<file path="src/rtl/dp_ctrl.sv">
// Control end of the adder datapath four-phase handshake: issues operand pairs,
// captures and checks results, and recovers a stalled datapath by timeout + restart.
module dp_ctrl #(
   parameter int W       = 4,
   parameter int TIMEOUT = 64,
   parameter int RST_CYC = 4,
   parameter int CNT_W   = 8
) (
   input  logic             clka,
   input  logic             restart_n,
   input  logic             in_valid,
   output logic             in_ready,
   input  logic [W-1:0]     in_a,
   input  logic [W-1:0]     in_b,
   output logic             dp_restart,
   output logic             dp_start,
   output logic [W-1:0]     dp_d1,
   output logic [W-1:0]     dp_d2,
   input  logic [W-1:0]     dp_d_out,
   input  logic             dp_done,
   output logic             res_valid,
   input  logic             res_ready,
   output logic [W-1:0]     res_data,
   output logic             res_mismatch,
   output logic             err_timeout,
   input  logic             clr_err,
   output logic [CNT_W-1:0] txn_count
);

   localparam int TW = $clog2(TIMEOUT + 1);
   localparam int RW = $clog2(RST_CYC + 1);

   typedef enum logic [2:0] {
      S_IDLE,
      S_ISSUE,
      S_WAIT_LOW,
      S_OUT,
      S_RECOVER
   } state_t;

   state_t           state_reg, state_next;
   logic [1:0]       sync_reg;
   logic             done_s;
   logic [W-1:0]     d1_reg, d1_next;
   logic [W-1:0]     d2_reg, d2_next;
   logic [W-1:0]     ref_reg, ref_next;
   logic [W-1:0]     data_reg, data_next;
   logic             mis_reg, mis_next;
   logic             err_reg, err_next;
   logic             err_set;
   logic [TW-1:0]    tmo_reg, tmo_next;
   logic [RW-1:0]    rcnt_reg, rcnt_next;
   logic [CNT_W-1:0] txn_reg, txn_next;

   // dp_done is asynchronous to clka; only the second synchronizer stage is used
   assign done_s = sync_reg[1];

   always_ff @(posedge clka or negedge restart_n) begin
      if (!restart_n) begin
         state_reg <= S_IDLE;
         sync_reg  <= '0;
         d1_reg    <= '0;
         d2_reg    <= '0;
         ref_reg   <= '0;
         data_reg  <= '0;
         mis_reg   <= 1'b0;
         err_reg   <= 1'b0;
         tmo_reg   <= '0;
         rcnt_reg  <= '0;
         txn_reg   <= '0;
      end else begin
         state_reg <= state_next;
         sync_reg  <= {sync_reg[0], dp_done};
         d1_reg    <= d1_next;
         d2_reg    <= d2_next;
         ref_reg   <= ref_next;
         data_reg  <= data_next;
         mis_reg   <= mis_next;
         err_reg   <= err_next;
         tmo_reg   <= tmo_next;
         rcnt_reg  <= rcnt_next;
         txn_reg   <= txn_next;
      end
   end

   always_comb begin
      state_next = state_reg;
      d1_next    = d1_reg;
      d2_next    = d2_reg;
      ref_next   = ref_reg;
      data_next  = data_reg;
      mis_next   = mis_reg;
      tmo_next   = tmo_reg;
      rcnt_next  = rcnt_reg;
      txn_next   = txn_reg;
      err_set    = 1'b0;
      case (state_reg)
         S_IDLE: begin
            if (in_valid) begin
               d1_next    = in_a;
               d2_next    = in_b;
               ref_next   = in_a + in_b;
               tmo_next   = '0;
               state_next = S_ISSUE;
            end
         end
         S_ISSUE: begin
            // done is checked first so a done arriving on the timeout cycle wins
            if (done_s) begin
               data_next  = dp_d_out;
               mis_next   = (dp_d_out != ref_reg);
               tmo_next   = '0;
               state_next = S_WAIT_LOW;
            end else if (tmo_reg == TW'(TIMEOUT - 1)) begin
               err_set    = 1'b1;
               rcnt_next  = '0;
               state_next = S_RECOVER;
            end else begin
               tmo_next = tmo_reg + 1'b1;
            end
         end
         S_WAIT_LOW: begin
            if (!done_s) begin
               state_next = S_OUT;
            end else if (tmo_reg == TW'(TIMEOUT - 1)) begin
               err_set    = 1'b1;
               rcnt_next  = '0;
               state_next = S_RECOVER;
            end else begin
               tmo_next = tmo_reg + 1'b1;
            end
         end
         S_OUT: begin
            if (res_ready) begin
               txn_next   = txn_reg + 1'b1;
               state_next = S_IDLE;
            end
         end
         S_RECOVER: begin
            if (rcnt_reg == RW'(RST_CYC - 1)) begin
               state_next = S_IDLE;
            end else begin
               rcnt_next = rcnt_reg + 1'b1;
            end
         end
         default: state_next = S_IDLE;
      endcase
      // a timeout on the same edge as a clear keeps the flag set
      err_next = err_set | (err_reg & ~clr_err);
   end

   assign in_ready     = (state_reg == S_IDLE);
   assign dp_start     = (state_reg == S_ISSUE);
   assign dp_restart   = (state_reg == S_RECOVER);
   assign res_valid    = (state_reg == S_OUT);
   assign dp_d1        = d1_reg;
   assign dp_d2        = d2_reg;
   assign res_data     = data_reg;
   assign res_mismatch = mis_reg;
   assign err_timeout  = err_reg;
   assign txn_count    = txn_reg;

endmodule

</file>
<file path="config.mk">
export PLATFORM = sky130hd
export DESIGN_NAME = dp_ctrl
export DESIGN_NICKNAME = d
export VERILOG_FILES = /design/src/rtl/dp_ctrl.sv
export SDC_FILE = /design/constraint.sdc
export NUM_CORES = 1
export LEC_CHECK = 0
export ABC_AREA = 1
export CAP_MARGIN = 10
export CORE_AREA = 2 2 75 77
export DETAILED_ROUTE_END_ITERATION = 8
export DIE_AREA = 0 0 77 79
export GPL_ROUTABILITY_DRIVEN = 0
export PLACE_DENSITY = 0.66
export SYNTH_ARGS = -nofsm -noshare
export SYNTH_HDL_FRONTEND = slang
export SYNTH_SLANG_ARGS = --single-unit
</file>
<file path="constraint.sdc">
create_clock -name clka -period 2.5 [get_ports clka]
set_input_delay 0.75 -clock clka [delete_from_list [all_inputs] [get_ports clka]]
set_output_delay 0.75 -clock clka [all_outputs]
set_load 0.01 [all_outputs]
</file>
# Yosys cells after proc, flatten, opt, wreduce, memory -nomap -nowiden
# Cells that the tools add are included.
# word_totals
elab_cells	61
ff_bits	41
out_inout_bits	26
# classes
bitwise	3
add_sub_neg	4
n_eq_ne	13
reduce_logical	9
n_mux	21
# op_table
cell	count
$mux W3	10
$mux W7	4
$pmux W7 S3	1
$pmux W3 S5	1
$eq A3 B2 Y1 const B	3
$pmux W3 S3	1
$add A8 B1 Y8 const B	1
$ne A2 B2 Y1 const B	4
$add A7 B1 Y7 const B	1
$eq A7 B6 Y1 const B	1
$reduce_and A2 Y1	3
$reduce_and A3 Y1	2
$reduce_bool A3 Y1	2
$add A4 B4 Y4	1
$ne A2 B1 Y1 const B	2
$ne A4 B4 Y1	1
$reduce_and A4 Y1	1
$add A3 B1 Y3 const B	1
$eq A3 B1 Y1 const B	1
$eq A3 B3 Y1 const B	1
$logic_not A3 Y1	1
$mux W1	3
$pmux W1 S2	1
$and A1 B1 Y1	1
2 further kinds	2

# Longest topological paths before layout
# logic_depth
depth_word	5
depth_mapped	9

# Worst setup path before layout
# OpenSTA, ideal clock, no wires.
# synth_timing
path_type	input-to-reg
startpoint	input port in_a[2]
endpoint	register ref_reg[3]
n_path_buf	0
t_arrival_ps	1613
setup_slack_ps	769
setup_time_ps	117
path_stages	6
path_cell_list	ha_1 > a21oi_1 > nand2_1 > or2_2 > nand3_1 > nand2_1
# synth_via
elab_chain_len	1
# synth_rtl
item	line_no	rtl
start, declared	13	input logic [W-1:0] in_a,
$add A4 B4 Y4	102	ref_next = in_a + in_b;
end signal, assigned	76	ref_reg <= ref_next;
end, declared	46	logic [W-1:0] ref_reg, ref_next;
# No other way between the ends.
# A chain may end at the register's enable or synchronous reset.

# Worst setup path in the final report
# layout_timing
startpoint	register state_reg[1]
endpoint	output port in_ready
# layout_via
elab_chain_len	1
# layout_rtl
item	line_no	rtl
start, declared	41	state_t state_reg, state_next;
start signal, assigned	72	state_reg <= state_next;
$logic_not A3 Y1	152	assign in_ready = (state_reg == S_IDLE);
end, declared	12	output logic in_ready,
# No other way between the ends.

==> metrics.md <==
| Metric | Value |
|---|---|
| Outcome | `finished clean` |
| Master cell of the clock root buffer | `sky130_fd_sc_hd__clkbuf_8` |
| Layout area overhead | `30.91%` |
| Adder-cell area share of the yosys netlist | `5.203%` |
| Syn Area/Cell | `8.340 um2` |
| Antenna-violating nets left | `0` |
| Post-DR vias/cell | `4.615` |
| Overall die width | `77 um` |
| Total buffers and inverters traversed by the critical path | `2` |
| Htree depth | `2` |
| Count of flip-flops with a built-in enable after synthesis | `0` |
| Min cycle time layout | `2.350 ns` |
| Std cell rows | `27` |
| Cells after synthesis | `248` |
| Post-cts gate resize count | `0` |
| Post-route DRC | `0` |
| Combined area of all synthesized cells | `2068 um2` |
| Synth area leader | `sky130_fd_sc_hd__dfrtp_1` |
| Clock slew at the register clock pins of the worst setup and hold paths | `0.08 ns` |
| Vias in the first global route | `1600` |
| Max FFs per register | `8` |
| Crit path launch type | `flop` |
| Overall overflow remaining after global route | `0` |
| Count of TritonRoute iterations in the first routing pass | `4` |
| IO buf count | `43` |
| Number of buffers created by CTS | `5` |
| Gate family responsible for the most delay along the worst path | `buffers and inverters` |
| CTS max path bufs | `2` |
| Number of setup buffers added after CTS | `0` |
| Max-capacitance violation count | `0` |
| Number of antenna violations at the first check in global routing | `0` |
| CP cell instances | `nor2_2 -> nand2_1 -> inv_1 -> clkdlybuf4s50_1` |
| Io pins | `44` |
| Data required, critical path | `1.75 ns` |
| Vias after detailed routing | `1712` |
| First-iteration detailed-routing DRC count | `107` |
| Effective utilization at floorplan | `38.75%` |
| Arrival time worst endpoint | `1.60 ns` |
| Estimated wirelength of the detail-placed design | `2962 um` |
| Post-layout nets | `324` |
| Share of flip-flops with an asynchronous set or reset after synthesis | `100.0%` |
| Hold-fix buffers, CTS | `0` |
| Area taken by multi-input logic gates | `930.9 um2` |
| Share of power burned in registers | `38.4%` |
| Clock Sink Count | `41` |
| Least-Margin Pin Slew | `0.5210 ns` |
| Clock insertion delay at the later pin of the skew report | `0.29 ns` |
| Synthesized-area fraction occupied by and/or/nand/nor cells | `30.97%` |
| Number of nets in the synthesized netlist | `274` |
| Crit end category | `output pin` |
| Proportion of synthesized area in mux cells | `0.5445%` |
| Cell area power density | `1023 nW/um2` |
| Most frequent cells after synthesis | `sky130_fd_sc_hd__nand2_1, sky130_fd_sc_hd__dfrtp_1, sky130_fd_sc_hd__inv_1` |
| Most common cell in the netlist | `sky130_fd_sc_hd__nand2_1` |
| Combinational power share | `41.7%` |
| Total of endpoints with negative setup slack in the final report | `0` |
| Final Cycle Share | `93.99%` |
| Top fanout value on the critical path | `7` |
| Fraction of final layout cells with drive strength greater than 1 | `8.361%` |
| Filler cells | `538` |
| Max Transition Viols Final | `0` |
| Share of total power in the clock network | `19.9%` |
| Prevailing post-synth register cell | `sky130_fd_sc_hd__dfrtp_1` |
| Dominant combinational cell family by area after synthesis | `simple AND/OR/NAND/NOR gates` |
| First-pass GRT wire length | `7203 um` |
| Sequential standard cell area | `1026 um2` |
| Antenna diodes | `0` |
| Hold WC Path Type | `flop to flop` |
| Core footprint | `5338 um2` |
| Number of distinct library cell variants in the gate-level netlist after synthesis | `26` |
| Largest net degree at the start of global routing | `42` |
| Height of the chip | `79 um` |
| Delay of the slowest critical-path stage | `0.54 ns` |
| Clock skew after layout | `0.008373 ns` |
| Share of Yosys cell area claimed by the top area cell type | `49.61%` |
| Highest Clock Rate | `425.6 MHz` |
| Combined global-route utilization of all metal layers | `14.76%` |
| Number of hold-slack violations in the final timing report | `0` |
| Proportion of synthesized chip area in sequential cells | `49.61%` |
| XOR/XNOR Fraction of Synth Area | `5.505%` |
| Net Sw Frac | `36.04%` |
| Internal cell power | `0.001771 W` |
| Sum of negative setup slack | `0 ns` |
| Clock tree from TritonCTS | `built` |
| Worst setup path class | `flop to output pin` |
| Setup slack of the most critical reg-to-reg path | `1.00 ns` |
| Critical Path Slowest Stage Cell | `sky130_fd_sc_hd__clkdlybuf4s50_1` |
| Post-detailed-routing wire length | `4083 um` |
| Unrepaired setup endpoints after global routing | `false` |
| Peak supply drop | `0.0007338 V` |
| DIE AREA | `6083 um2` |
| Drt wl/cell | `11.01 um` |
| Leading cell types by total area after synthesis | `sky130_fd_sc_hd__dfrtp_1, sky130_fd_sc_hd__nand2_1, sky130_fd_sc_hd__nand3_1, sky130_fd_sc_hd__inv_1, sky130_fd_sc_hd__ha_1` |
| Complex-gate fraction of the synthesized area | `2.783%` |
| Number of synthesized register bits | `41` |
| Warnings from Yosys | `0` |
| Net Switching | `0.0009981 W` |
| Min Hold Slack | `0.3518 ns` |
| Leakage | `1.365 nW` |
| Slew HR | `65.27%` |
==> worst reg2reg max path: stages (launching register included) <==
cell and delay [ns]:
sky130_fd_sc_hd__dfrtp_1 0.46, sky130_fd_sc_hd__a21oi_1 0.32, sky130_fd_sc_hd__inv_1 0.12, sky130_fd_sc_hd__nor2_4 0.21, sky130_fd_sc_hd__nand3_2 0.15, sky130_fd_sc_hd__inv_2 0.10, sky130_fd_sc_hd__nor2_1 0.05
==> area by class of cell <==
class	count	area share, %
flip-flops and latches	41	37.89
multi-input cells	178	34.38
repair buffers	45	16.36
inverters	27	3.743
well taps	72	3.327
clock buffers	7	3.189
clock inverters	1	1.109
==> logic make-up after synthesis <==
group                    after synthesis
AND/OR/NAND/NOR                      146
adder cells (fa/ha/maj)                8
flip-flops                            41
XOR/XNOR                              13
AO/OA/AOI/OAI                         10
multiplexers                           1
buffers and inverters                 29
==> power by group through the flow <==
stage | Sequential, W | Combinational (W) | Clock [W]
floorplan | 0.00111 | 0.000616 | 0
global placement | 0.00107 | 0.00115 | 0
detailed placement | 0.00107 | 0.00117 | 0
CTS | 0.00106 | 0.00117 | 0.000569
global route | 0.00110 | 0.00131 | 0.000594
finish | 0.00106 | 0.00115 | 0.000551
==> metal layers <==
metal / part of all wire (%) / track usage, % / vias up / routed length, um
met5: 0 / 0 / - / 0
met4: 0.96 / 4.821 / 0 / 39
met3: 4.9 / 4.205 / 5 / 201
met2: 47 / 24.04 / 34 / 1926
met1: 47 / 19.07 / 790 / 1916
li1: - / - / 883 / -
==> final timing paths <==
kind,start,end,depth (start not counted)
min,sync_reg[0],sync_reg[1],0
max,state_reg[1],in_ready,4
min in group asynchronous,restart_n,tmo_reg[4],2
max in group asynchronous,restart_n,tmo_reg[3],2
min reg2reg,sync_reg[0],sync_reg[1],0
max reg2reg,state_reg[1],tmo_reg[0],6
==> stage by stage <==
| stage | instance area, um2 | setup WS [ns] | utilization (%) | std cells | total power [W] |
|---|---|---|---|---|---|
| floorplan | 2068 | 0.7693 | - | 248 | 0.001723 |
| finish | 2708 | 0.1502 | 50.73 | 371 | 0.002770 |
| global route | 2708 | 0.004122 | 50.73 | 371 | 0.002998 |
| global placement | 2589 | 0.2852 | 48.50 | 363 | 0.002223 |
| CTS | 2705 | 0.09075 | 50.68 | 371 | 0.002804 |
| detailed placement | 2589 | 0.2689 | 48.50 | 363 | 0.002236 |
==> cell usage in the layout, fill, tap and decap left out <==
| master | Yosys | final |
|---|---|---|
| sky130_fd_sc_hd__o21ai_2 | 1 | 1 |
| sky130_fd_sc_hd__inv_2 | 3 | 3 |
| sky130_fd_sc_hd__mux2_2 | 1 | 1 |
| sky130_fd_sc_hd__buf_2 | 2 | 1 |
| sky130_fd_sc_hd__nand4_1 | 4 | 4 |
| sky130_fd_sc_hd__xor2_1 | 4 | 4 |
| sky130_fd_sc_hd__buf_4 | 0 | 2 |
| sky130_fd_sc_hd__ha_1 | 7 | 7 |
| sky130_fd_sc_hd__o2111ai_1 | 1 | 1 |
| sky130_fd_sc_hd__or2_0 | 1 | 1 |
| sky130_fd_sc_hd__dlymetal6s2s_1 | 0 | 1 |
| sky130_fd_sc_hd__bufinv_16 | 0 | 1 |
| sky130_fd_sc_hd__nand3_2 | 2 | 2 |
| sky130_fd_sc_hd__or2_2 | 1 | 1 |
| sky130_fd_sc_hd__xnor2_1 | 9 | 9 |
| sky130_fd_sc_hd__nor2_2 | 3 | 3 |
| sky130_fd_sc_hd__clkbuf_8 | 0 | 6 |
| sky130_fd_sc_hd__o21ai_0 | 4 | 4 |
| sky130_fd_sc_hd__clkdlybuf4s50_1 | 0 | 41 |
| sky130_fd_sc_hd__nand2_2 | 2 | 2 |
| sky130_fd_sc_hd__and3_1 | 1 | 1 |
| sky130_fd_sc_hd__a21oi_1 | 4 | 4 |
| sky130_fd_sc_hd__nand2_1 | 85 | 85 |
| sky130_fd_sc_hd__nand3_1 | 21 | 21 |
| sky130_fd_sc_hd__inv_1 | 24 | 24 |
| sky130_fd_sc_hd__fa_1 | 1 | 1 |
| sky130_fd_sc_hd__dfrtp_1 | 41 | 41 |
| sky130_fd_sc_hd__nor2_1 | 21 | 21 |
| sky130_fd_sc_hd__nor3_1 | 1 | 1 |
| sky130_fd_sc_hd__nor2_4 | 2 | 2 |
| sky130_fd_sc_hd__nand3b_1 | 2 | 2 |
| sky130_fd_sc_hd__clkbuf_1 | 0 | 1 |
Note: power is estimated with default switching activity, not from simulation.
